$ cat src/rtl/edge_pkg.sv
// Shared definitions for the multi-channel edge detector: mode encodings,
// per-channel state enum and the edge-to-event mode filter.
package edge_pkg;

    localparam logic [1:0] MODE_FALL = 2'b00;
    localparam logic [1:0] MODE_RISE = 2'b01;
    localparam logic [1:0] MODE_BOTH = 2'b10;
    localparam logic [1:0] MODE_OFF  = 2'b11;

    typedef enum logic [1:0] {
        LO     = 2'b00,
        LO_CHK = 2'b01,
        HI     = 2'b10,
        HI_CHK = 2'b11
    } chan_state_e;

    // An accepted edge becomes an event only when the mode asks for it.
    function automatic logic edge_is_event(
        input logic [1:0] mode,
        input logic       rise,
        input logic       fall
    );
        logic v_evt;
        v_evt = 1'b0;
        case (mode)
            MODE_FALL: v_evt = fall;
            MODE_RISE: v_evt = rise;
            MODE_BOTH: v_evt = rise | fall;
            default:   v_evt = 1'b0;
        endcase
        return v_evt;
    endfunction

endpackage

$ cat src/rtl/edge_chan.sv
// One channel: glitch filter FSM, registered event pulse and saturating
// event counter. o_evt_c is the unregistered event for the top-level OR.
module edge_chan
    import edge_pkg::*;
#(
    parameter int unsigned FILT  = 3,
    parameter int unsigned CNT_W = 8
) (
    input  logic             clk,
    input  logic             rst,
    input  logic             i_in,
    input  logic [1:0]       i_mode,
    input  logic             i_clr,
    output logic             o_pulse,
    output logic             o_evt_c,
    output logic [CNT_W-1:0] o_cnt
);

    localparam int unsigned     FCNT_W   = $clog2(FILT + 1);
    localparam logic [FCNT_W-1:0] FILT_V = FCNT_W'(FILT);
    localparam logic [CNT_W-1:0]  CNT_MAX = {CNT_W{1'b1}};
    localparam bit              FILT_ONE = (FILT == 1);

    chan_state_e        r_state;
    logic [FCNT_W-1:0]  r_fcnt;
    logic               r_pulse;
    logic [CNT_W-1:0]   r_cnt;

    logic [FCNT_W-1:0]  w_fcnt_inc;
    logic               w_done;
    logic               w_rise;
    logic               w_fall;
    logic               w_evt;

    // The candidate level is accepted on the sample that completes FILT in a row.
    assign w_fcnt_inc = r_fcnt + FCNT_W'(1);
    assign w_done     = (w_fcnt_inc == FILT_V);
    assign w_rise     =  i_in && (((r_state == LO) && FILT_ONE) || ((r_state == LO_CHK) && w_done));
    assign w_fall     = !i_in && (((r_state == HI) && FILT_ONE) || ((r_state == HI_CHK) && w_done));
    assign w_evt      = edge_is_event(i_mode, w_rise, w_fall);

    always_ff @(posedge clk) begin
        if (rst) begin
            r_state <= LO;
            r_fcnt  <= '0;
            r_pulse <= 1'b0;
            r_cnt   <= '0;
        end else begin
            r_pulse <= w_evt;

            // Clear has priority over a coincident event.
            if (i_clr) begin
                r_cnt <= '0;
            end else if (w_evt && (r_cnt != CNT_MAX)) begin
                r_cnt <= r_cnt + CNT_W'(1);
            end

            case (r_state)
                LO: begin
                    if (i_in) begin
                        if (FILT_ONE) begin
                            r_state <= HI;
                            r_fcnt  <= '0;
                        end else begin
                            r_state <= LO_CHK;
                            r_fcnt  <= FCNT_W'(1);
                        end
                    end
                end
                LO_CHK: begin
                    if (!i_in) begin
                        r_state <= LO;
                        r_fcnt  <= '0;
                    end else if (w_done) begin
                        r_state <= HI;
                        r_fcnt  <= '0;
                    end else begin
                        r_fcnt  <= w_fcnt_inc;
                    end
                end
                HI: begin
                    if (!i_in) begin
                        if (FILT_ONE) begin
                            r_state <= LO;
                            r_fcnt  <= '0;
                        end else begin
                            r_state <= HI_CHK;
                            r_fcnt  <= FCNT_W'(1);
                        end
                    end
                end
                HI_CHK: begin
                    if (i_in) begin
                        r_state <= HI;
                        r_fcnt  <= '0;
                    end else if (w_done) begin
                        r_state <= LO;
                        r_fcnt  <= '0;
                    end else begin
                        r_fcnt  <= w_fcnt_inc;
                    end
                end
                default: begin
                    r_state <= LO;
                    r_fcnt  <= '0;
                end
            endcase
        end
    end

    assign o_pulse = r_pulse;
    assign o_evt_c = w_evt;
    assign o_cnt   = r_cnt;

endmodule

$ cat src/rtl/edge_detect_multi.sv
// Multi-channel filtered edge detector: CH edge_chan instances, a registered
// any-event flag and packed per-channel counters.
module edge_detect_multi
    import edge_pkg::*;
#(
    parameter int unsigned CH    = 4,
    parameter int unsigned FILT  = 3,
    parameter int unsigned CNT_W = 8
) (
    input  logic                clk,
    input  logic                rst,
    input  logic [CH-1:0]       in,
    input  logic [1:0]          mode,
    input  logic                clr,
    output logic [CH-1:0]       pulse,
    output logic                any_evt,
    output logic [CH*CNT_W-1:0] cnt
);

    logic [CH-1:0]    w_evt;
    logic [CH-1:0]    w_pulse;
    logic [CNT_W-1:0] w_cnt [CH];
    logic             r_any_evt;

    for (genvar g = 0; g < CH; g++) begin : g_chan
        edge_chan #(
            .FILT  (FILT),
            .CNT_W (CNT_W)
        ) u_chan (
            .clk     (clk),
            .rst     (rst),
            .i_in    (in[g]),
            .i_mode  (mode),
            .i_clr   (clr),
            .o_pulse (w_pulse[g]),
            .o_evt_c (w_evt[g]),
            .o_cnt   (w_cnt[g])
        );

        assign cnt[g*CNT_W +: CNT_W] = w_cnt[g];
    end

    // Registered from the same events that load the pulse registers, so it aligns with pulse.
    always_ff @(posedge clk) begin
        if (rst) begin
            r_any_evt <= 1'b0;
        end else begin
            r_any_evt <= |w_evt;
        end
    end

    assign pulse   = w_pulse;
    assign any_evt = r_any_evt;

endmodule

$ cat config.mk
export PLATFORM = sky130hd
export DESIGN_NAME = edge_detect_multi
export DESIGN_NICKNAME = d
export VERILOG_FILES = /design/src/rtl/edge_pkg.sv /design/src/rtl/edge_chan.sv /design/src/rtl/edge_detect_multi.sv
export SDC_FILE = /design/constraint.sdc
export NUM_CORES = 1
export LEC_CHECK = 0
export BUFFER_PORTS_ARGS = -buffer_cell sky130_fd_sc_hd__buf_4
export CAP_MARGIN = 30
export CORE_MARGIN = 4
export CORE_UTILIZATION = 52
export CTS_BUF_LIST = sky130_fd_sc_hd__clkbuf_4
export CTS_CLUSTER_DIAMETER = 80
export DETAILED_ROUTE_END_ITERATION = 8
export PLACE_DENSITY = 0.81
export SYNTH_ARGS = -nofsm -noshare
export SYNTH_HDL_FRONTEND = slang
export SYNTH_SLANG_ARGS = --single-unit
$ cat constraint.sdc
create_clock -name clk -period 1.45 [get_ports clk]
set_input_delay 0.0725 -clock clk [delete_from_list [all_inputs] [get_ports clk]]
set_output_delay 0.0725 -clock clk [all_outputs]
set_load 0.1 [all_outputs]
---- Word-level counts from Yosys, hierarchy flattened ----
Cells that the tools add are included.
word-level totals
  flip-flop bits (word level) ............. 53
  input bits .............................. 9
  logic and storage cells ................. 158
cells by class
  add/subtract/negate cells ............... 8
  eq/ne operators ......................... 38
  mux-type cells .......................... 52
  bitwise gates (word level) .............. 4
  reductions and logical operators ........ 39
operator list
  kind                                                   number
  2-to-1 mux 2 bit                                       40
  case mux 2 bit (4 select lines)                        8
  adder 8 x 1 -> 8 bit, second input constant            4
  inequality test 8 bit, second input constant           4
  equality test 2 bit, second input constant             13
  inequality test 3 x 2 -> 1 bit, second input constant  8
  logical AND 1 bit                                      20
  inequality test 2 bit, second input constant           8
  AND reduction 4 bit                                    4
  case mux 1 bit (3 select lines)                        4
  equality test 2 x 1 -> 1 bit, second input constant    5
  logical NOT 2 bit                                      5
  adder 2 x 1 -> 2 bit, second input constant            4
  AND reduction 2 bit                                    4
  logical NOT 1 bit                                      4
  OR 1 bit                                               4
  OR reduction 4 bit                                     1
  OR reduction 2 bit                                     1

---- Longest topological paths before layout ----
Gate-level depths: netlist of run 1.
  depth in word-level cells ............... 7
  depth in mapped cells ................... 6
  gate-level depth less buffers ........... 6

---- Hierarchy ----
From an unflattened synthesis of run 1, not the netlist that was laid out.
unflattened totals
  cells, all modules ...................... 299
  area total of the unflattened synthesis .. 2730.1 um^2
modules (own cells, without submodules)
  module                            times used  cells an instance  area an instance (um^2)  sequential area each (um^2)
  edge_chan (g_chan[0].u_chan ...)  2           79                 700.7                    260.2
  edge_chan (g_chan[2].u_chan ...)  2           69                 649.4                    260.2
  edge_detect_multi                 1           3                  30.0                     20.0

---- Least setup slack after synthesis of run 1 ----
OpenSTA, ideal clock, no wires.
  kind .................................... flip-flop to flip-flop
  from .................................... reg g_chan[1].u_chan.r_cnt[0]
  to ...................................... reg g_chan[1].u_chan.r_cnt[0]
  setup time .............................. 0.128 ns
  arrival ................................. 2.134 ns
  required time ........................... 1.322 ns
  path slack .............................. -0.812 ns
  stages on the path, launching flop included .. 7
  buffers on the path ..................... 0
  period minus slack after synthesis ...... 2.262 ns
  cells stage by stage .................... dfxtp_1 -> ha_1 -> nand3_1 -> o21ai_0 -> nor2_1 -> xnor2_1 -> nor2_1
between the ends
  word-level cells in the longest chain between the ends .. 2
  elaborated cells between the ends (all ways) .. 3
  classes of those cells .................. add/sub (1); eq/ne (1); reduce/logical (1)
ends and longest elaborated chain
  what                                                                          line             text
  from (decl)                                                                   edge_chan.sv:27  logic [CNT_W-1:0] r_cnt;
  from (signal assigned)                                                        edge_chan.sv:55  r_cnt <= r_cnt + CNT_W'(1);
  parallel branches: the longest is 2 deep, another holds adder 8 x 1 -> 8 bit  n/a
Parallel ways; which one is timed is not known.
A chain may end at the register's enable or synchronous reset.

---- Worst setup path in the final report of run 1 ----
  from .................................... in in[3]
  to ...................................... reg g_chan[3].u_chan.r_cnt[7]
between the ends
  word-level cells in the longest chain between the ends .. 5
  elaborated cells between the ends (all ways) .. 6
  classes of those cells .................. mux (1); bitwise (1); reduce/logical (4)
ends and longest elaborated chain
  what                                 line                     text
  from (decl)                          edge_detect_multi.sv:12  input logic [CH-1:0] in,
  logical NOT 1 bit                    edge_chan.sv:39          assign w_fall = !i_in && (((r_state == HI) && FILT_ONE) || ((r_state == HI_CHK) && w_done));
  logical AND 1 bit                    edge_chan.sv:39
  OR 1 bit                             edge_pkg.sv:28           MODE_BOTH: v_evt = rise | fall;
  case mux 1 bit (3 select lines) (*)  edge_pkg.sv:25           case (mode)
  logical AND 1 bit (*)                edge_chan.sv:54          end else if (w_evt && (r_cnt != CNT_MAX)) begin
  to (signal assigned)                 edge_chan.sv:55
  to (decl)                            edge_chan.sv:27
Mark *: on every way between the ends. The rest lies on a longest branch, timed or not.

==> results_dict.tcl, run 1 <==
set metrics [dict create \
    run_status "finished clean" \
    fin_hold_ws_ps 10.2 \
    critical_path.startpoint "in[3]" \
    cts.path.max_buffers 2 \
    nFillCells 383 \
    fmaxAchievable_ghz 0.701 \
    placement_rows 25 \
    rr_endpoint "g_chan[3].u_chan.o_cnt[7]" \
    fraction_of_layout_instances_using_a_drive_strength_above_1_pct 41.7 \
    worst_pin_slew_ps 364 \
    timing.final.max_slew_violations 0 \
    worstRegToRegCells 5 \
    final-seq-area_sq_um 1170 \
    placement.io_buffers 45 \
    max_cap_violations 0 \
    cts.sink_count 53 \
    max-slew-margin-rel_pct 75.7 \
    clk_pin_slew_ps 150 \
    htreeDepth 2 \
    end_kind "register" \
    placement.cell_area_sq_um 3230 \
    synth_enable_flop_cells 0 \
    syn-cell-area_sq_um 2550 \
    hpwlAfterDp_um 4020 \
    clock_skew_ps 15.0 \
    seq_area_frac_synth_pct 41.5 \
    power_leakage_nw 1.24 \
    cts_tree "yes" \
    setup_ws_ps 23.8 \
    height_of_the_die_um 78.1 \
    floorplan.core_area_sq_um 4750 \
    cp_data_arrival_time_ps 1710 \
    crit_fanout 6 \
    min-delay-path-class "in2reg" \
    drt_wl_total_um 5560 \
    viasPerCell 5.48 \
    drt_first_pass_iters 4 \
    clock_buffers_created_by_tritoncts 5 \
    synth-seq-cells 53 \
    route.vias.total 2245 \
    global_route_wire_length_before_repair_um 9580 \
    detailedRoute.firstIterationViolations 69 \
    postSynth.asyncResetShare_pct 0 \
    drc 0 \
    syn2layout_area_growth_pct 32.9 \
    finalCritPeriodShare_pct 98.4 \
    timing.final.crit_period_ps 1430 \
    finalNonFillerCells 410 \
    rsz0062_at_grt "true" \
    startpoint_type "input port" \
    place_worst_setup_slack_ps 18.6 \
    fp.dieW_um 78.1 \
    power_per_cell_area_nw_per_um2 675 \
    timing.final.hold_violations 0 \
    grt_remaining_overflow 0 \
    mappedNetlistNets 293 \
    wl_per_cell_um 13.6 \
    syn-mean-instance-area_sq_um 9.12 \
    stdcell_area_sq_um 3390 \
    floorplan.die_area_sq_um 6100 \
    insertion_delay_ps 370 \
    ir_worst_vdd_mv 0.590 \
    drtAntennaViolNets 0 \
    ioPinCount 46 \
    cp-endpoint "g_chan[3].u_chan.o_cnt[7]" \
    multi_input_comb_area_sq_um 1560 \
    fin_nets 355 \
    clockRootBuffer "sky130_fd_sc_hd__clkbuf_4" \
    worst-endpoint-required_ps 1730 \
    antenna_found_initial 0 \
    first_global_vias 2162 \
    placer_congestion 0.811 \
    path_type_of_the_worst_setup_path "in2reg" \
    grt_use_total_pct 19.1 \
    initial_core_util_pct 53.7 \
    design_power_total_mw 2.29 \
    ys.flop_type "sky130_fd_sc_hd__dfxtp_1" \
    reg2reg_from "g_chan[3].u_chan.r_fcnt[0]" \
    synth.lib_cells_used.distinct 49 \
    yosys_warnings 0 \
    reg2reg_setup_slack_ps 30 \
    num_antenna_cells 0 \
    syn_inst 280 \
    dp_cells 396 \
    maximum_number_of_pins_on_one_net_before_global_route_repair 32 \
    setup_viol 0 \
]
## synth_stat cells, drive strengths merged, types with 5 or more instances
| cell type | number | area share (%) |
|---|---|---|
| nor3b | 7 | 2.1 |
| nand4 | 7 | 1.7 |
| buf | 6 | 1.7 |
| xnor2 | 14 | 4.8 |
| nand4b | 6 | 2.1 |
| xor2 | 10 | 4.2 |
| nand3 | 12 | 2.4 |
| o21ai | 7 | 1.4 |
| nor4 | 5 | 2.9 |
| nand2 | 21 | 3.4 |
| nor2 | 45 | 6.6 |
| clkbuf | 5 | 0.73 |
| nor3 | 13 | 3.0 |
| dfxtp | 53 | 42 |
| a21oi | 15 | 2.9 |
## worst min path at each step
stage	startpoint	to	slack, ps	cells after the start
final	clr	g_chan[2].u_chan.o_cnt[1]	10	4
after global routing	clr	g_chan[2].u_chan.o_cnt[1]	30	4
after CTS	clr	g_chan[2].u_chan.o_cnt[1]	4	4
after detailed placement	in[3]	register	350	3
after global placement	in[3]	register	340	3
after floorplan	rst	g_chan[1].u_chan.r_state[0]	150	1
## worst max-delay path, stage by stage
cell,delay (ps)
sky130_fd_sc_hd__dlygate4sd3_1,530
sky130_fd_sc_hd__buf_4,120
sky130_fd_sc_hd__nor2b_1,190
sky130_fd_sc_hd__a22oi_2,140
sky130_fd_sc_hd__nor3_4,330
sky130_fd_sc_hd__a21oi_1,100
sky130_fd_sc_hd__a31o_2,220
## through the flow
| step | TNS [ps] | utilization, % |
|---|---|---|
| 6_report | 0 | 71.4 |
| 5_1_grt | -204 | 71.4 |
| 4_1_cts | 0 | 70.0 |
| 3_5_place_dp | 0 | 67.9 |
| 3_3_place_gp | 0 | 67.9 |
| 2_1_floorplan | -679 | - |
## routing by layer
| layer | vias to the layer above | share of wire (%) | GRT usage [%] |
|---|---|---|---|
| li1 | 1129 | - | - |
| met1 | 1055 | 44 | 22.9 |
| met5 | - | 0 | 0 |
| met4 | 0 | 0.99 | 6.29 |
| met3 | 6 | 5.1 | 4.36 |
| met2 | 55 | 50 | 33.6 |
## registers in the layout, summed over array words and instances (netlist names), named ones only
register,cells
any_evt,1
g_chan.u_chan.o_cnt,32
g_chan.u_chan.o_pulse,4
g_chan.u_chan.r_fcnt,8
g_chan.u_chan.r_state,4
## cell usage in the layout, fill, tap and decap left out, types with 3 or more instances in the layout
cell type	count
sky130_fd_sc_hd__buf_4	59
sky130_fd_sc_hd__nor2_1	43
sky130_fd_sc_hd__dfxtp_4	26
sky130_fd_sc_hd__nand2_1	19
sky130_fd_sc_hd__dfxtp_1	19
sky130_fd_sc_hd__xnor2_1	14
sky130_fd_sc_hd__a21oi_1	14
sky130_fd_sc_hd__nand3_1	12
sky130_fd_sc_hd__nor3_1	10
sky130_fd_sc_hd__xor2_1	9
sky130_fd_sc_hd__dfxtp_2	8
sky130_fd_sc_hd__nand4_1	7
sky130_fd_sc_hd__clkbuf_4	7
sky130_fd_sc_hd__o21ai_0	6
sky130_fd_sc_hd__nand4b_1	6
sky130_fd_sc_hd__o21a_1	4
sky130_fd_sc_hd__mux2i_1	4
sky130_fd_sc_hd__or3b_2	4
sky130_fd_sc_hd__ha_4	4
sky130_fd_sc_hd__dlygate4sd3_1	4
sky130_fd_sc_hd__nor3b_2	3
sky130_fd_sc_hd__nor2b_1	3
sky130_fd_sc_hd__nor3b_1	3
## area by class of cell
class | count | share of cell area, %
inverter | 2 | 0.221
tap | 67 | 2.47
sequential | 53 | 34.4
timing repair buffer | 65 | 15.1
clock buffer | 7 | 1.55
clock inverter | 1 | 0.111
multi-input combinational | 215 | 46.1
## repair_timing
item / CTS / global route
gates cloned: 0 / 1
buffers inserted: 0 / 1
gates resized for setup: 1 / 12
pin swaps: 0 / 8
endpoints found under the setup margin: 4 / 16
hold buffers: 4 / 0
hold endpoints to repair: 4 / 0
## report_power, final
group / internal (mW) / switching [mW]
Sequential: 1.43 / 0.0146
Combinational: 0.0782 / 0.108
Clock: 0.225 / 0.441
## kinds of logic after synthesis
family / Yosys count / share of synthesized area, %
adder cells (fa/ha/maj): 4 / 1.96
AO/OA/AOI/OAI: 42 / 11.8
buffers and inverters: 13 / 2.69
multiplexers: 4 / 1.57
AND/OR/NAND/NOR: 140 / 31.5
XOR/XNOR: 24 / 8.96
flip-flops: 53 / 41.5
(Power assumes the default switching activity.)
==> inputs of run 2 (changes only) <==
--- a/config.mk
+++ b/config.mk
@@ -8,11 +8,11 @@
 export BUFFER_PORTS_ARGS = -buffer_cell sky130_fd_sc_hd__buf_4
 export CAP_MARGIN = 30
 export CORE_MARGIN = 4
-export CORE_UTILIZATION = 52
+export CORE_UTILIZATION = 57
 export CTS_BUF_LIST = sky130_fd_sc_hd__clkbuf_4
 export CTS_CLUSTER_DIAMETER = 80
 export DETAILED_ROUTE_END_ITERATION = 8
-export PLACE_DENSITY = 0.81
+export PLACE_DENSITY = 0.84
 export SYNTH_ARGS = -nofsm -noshare
 export SYNTH_HDL_FRONTEND = slang
 export SYNTH_SLANG_ARGS = --single-unit
==> constraint.sdc (replaced) <==
create_clock -name clk -period 1.5 [get_ports clk]
set_input_delay 0.075 -clock clk [delete_from_list [all_inputs] [get_ports clk]]
set_output_delay 0.075 -clock clk [all_outputs]
set_load 0.1 [all_outputs]
==> run 2 against run 1 <==
Effect of this change: the run now ends with negative setup slack left; total power is 3.7% lower; first-iteration DRC count grew 41%; combinational power down 6%; core utilization increased by 5.9 points; final cell count shrank 2.9%; sequential power fell by 3%; non-clock buffer count rose by 4; critical path type is now reg2reg.
==> results_dict.tcl, run 2 (synthesis results as in run 1) <==
set metrics [dict create \
    run_status "finished, violations left" \
    violations "negative setup slack" \
    drc 0 \
    placement_rows 24 \
    worst_pin_slew_ps 410 \
    finalCritPeriodShare_pct 101 \
    grt_busiest_layer "met2" \
    place_worst_setup_slack_ps 10.5 \
    power_switching_uw 534 \
    cts.sink_count 53 \
    cts_tree "yes" \
    hold_path_depth 4 \
    height_of_the_die_um 75.0 \
    nFillCells 293 \
    swShare_pct 24.2 \
    fin_nets 358 \
    setup_viol 3 \
    hpwlAfterDp_um 3980 \
    detailedRoute.firstIterationViolations 97 \
    fraction_of_layout_instances_using_a_drive_strength_above_1_pct 42.2 \
    syn2layout_area_growth_pct 31.8 \
    clk_pin_slew_ps 140 \
    floorplan.die_area_sq_um 5620 \
    htreeDepth 2 \
    timing.final.hold_violations 0 \
    crit_fanout 7 \
    power_leakage_nw 1.25 \
    worst-endpoint-required_ps 1760 \
    final_cell_mix "64 x sky130_fd_sc_hd__buf_4, 44 x sky130_fd_sc_hd__nor2_1, 26 x sky130_fd_sc_hd__dfxtp_4" \
    viasPerCell 5.69 \
    num_antenna_cells 0 \
    p_comb_share_pct 7.9 \
    maximum_number_of_pins_on_one_net_before_global_route_repair 22 \
    placement.cell_area_sq_um 3120 \
    drt_wl_total_um 5660 \
    global_route_wire_length_before_repair_um 9210 \
    min-delay-path-class "in2reg" \
    insertion_delay_ps 360 \
    fmaxAchievable_ghz 0.661 \
    stdcell_area_sq_um 3370 \
    seq_power_share_pct 63.2 \
    layout_commonest_cell "sky130_fd_sc_hd__buf_4" \
    max_cap_violations 0 \
    grt_use_total_pct 20.6 \
    clock_power_share_pct 28.9 \
    route.vias.total 2266 \
    dp_cells 374 \
    power_per_cell_area_nw_per_um2 655 \
    fp.dieW_um 75.0 \
    drt_first_pass_iters 4 \
    setup_ws_ps -13.6 \
    largest_register_ff_count 32 \
    end_kind "register" \
    postLayoutCoreUtil_pct 77.3 \
    ioPinCount 46 \
    placer_congestion 0.822 \
    startpoint_type "register" \
    timing.final.crit_period_ps 1510 \
    initial_core_util_pct 58.7 \
    timing.final.max_slew_violations 0 \
    rsz0062_at_grt "true" \
    worstRegToRegCells 5 \
    floorplan.core_area_sq_um 4350 \
    grt_remaining_overflow 0 \
    cellInternalPower_mw 1.67 \
    path_type_of_the_worst_setup_path "reg2reg" \
    clock_buffers_created_by_tritoncts 5 \
    clock_skew_ps 16.9 \
    first_global_vias 2107 \
    grt_use_met2_pct 35.3 \
    finalNonFillerCells 398 \
    globalRouteMet3Util_pct 5.34 \
    design_power_total_mw 2.21 \
    max-slew-margin-rel_pct 72.5 \
    placement.io_buffers 45 \
    wl_per_cell_um 14.2 \
    ir_worst_vdd_mv 0.517 \
    antenna_found_initial 0 \
    cts.path.max_buffers 2 \
    cp_data_arrival_time_ps 1770 \
    drtAntennaViolNets 0 \
    grt.met1_usage_pct 25.0 \
    clockRootBuffer "sky130_fd_sc_hd__clkbuf_4" \
]
## run 2: power groups by stage
stage	Clock [mW]	Sequential (mW)	Combinational (mW)
3_3_place_gp	0	1.42	0.151
3_5_place_dp	0	1.42	0.155
5_1_grt	0.717	1.40	0.191
2_1_floorplan	0	1.42	0.104
4_1_cts	0.662	1.39	0.166
6_report	0.638	1.39	0.175
## run 2: worst paths after layout
path                                            startpoint                        end  slack, ps
worst min register to register   g_chan[2].u_chan.o_cnt[6]  g_chan[2].u_chan.o_cnt[6]        470
worst max register to register  g_chan[3].u_chan.r_fcnt[0]  g_chan[3].u_chan.o_cnt[3]        -10
worst min-delay path                                   clr  g_chan[2].u_chan.o_cnt[1]         40
worst max-delay path            g_chan[3].u_chan.r_fcnt[0]  g_chan[3].u_chan.o_cnt[3]        -10
## run 2: through the flow
| stage | setup TNS (ps) | hold slack [ps] |
|---|---|---|
| final | -27.7 | 41.3 |
| after global routing | -424 | 45.6 |
| after CTS | 0 | 26.4 |
| after detailed placement | 0 | 268 |
| after global placement | 0 | 266 |
| after floorplan | -28.9 | 151 |
## run 2: final cells by class
class                   instances  area [sq um]  share of cell area, %
repair buffers                 69           531                   15.8
clock buffers                   7          52.6                   1.56
clock inverters                 1          5.00                  0.149
flip-flops and latches         53          1170                   34.7
multi-input cells             214          1540                   45.7
inverters                       2          7.51                  0.223
well taps                      52          65.1                   1.93
## run 2: critical path, stage by stage, from the launching register on
cell and delay [ps]:
sky130_fd_sc_hd__dfxtp_2 350, sky130_fd_sc_hd__nand3b_1 190, sky130_fd_sc_hd__a21o_2 240, sky130_fd_sc_hd__nor3_4 330, sky130_fd_sc_hd__a21oi_2 90, sky130_fd_sc_hd__a31o_2 210
## run 2: layer usage
| layer | vias to the layer above | routed length [um] | share of wire (%) |
|---|---|---|---|
| li1 | 1117 | - | - |
| met1 | 1081 | 2530 | 45 |
| met2 | 61 | 2750 | 49 |
| met3 | 7 | 304 | 5.4 |
| met4 | 0 | 73 | 1.3 |
| met5 | - | 0 | 0 |
## run 2: what timing repair did
item / 4_1_cts / 5_1_grt
setup buffers: 2 / 9
pin swaps: 1 / 3
endpoints found under the hold margin: 5 / 0
gates resized for setup: 1 / 14
setup endpoints to repair: 2 / 19
hold buffers: 5 / 0
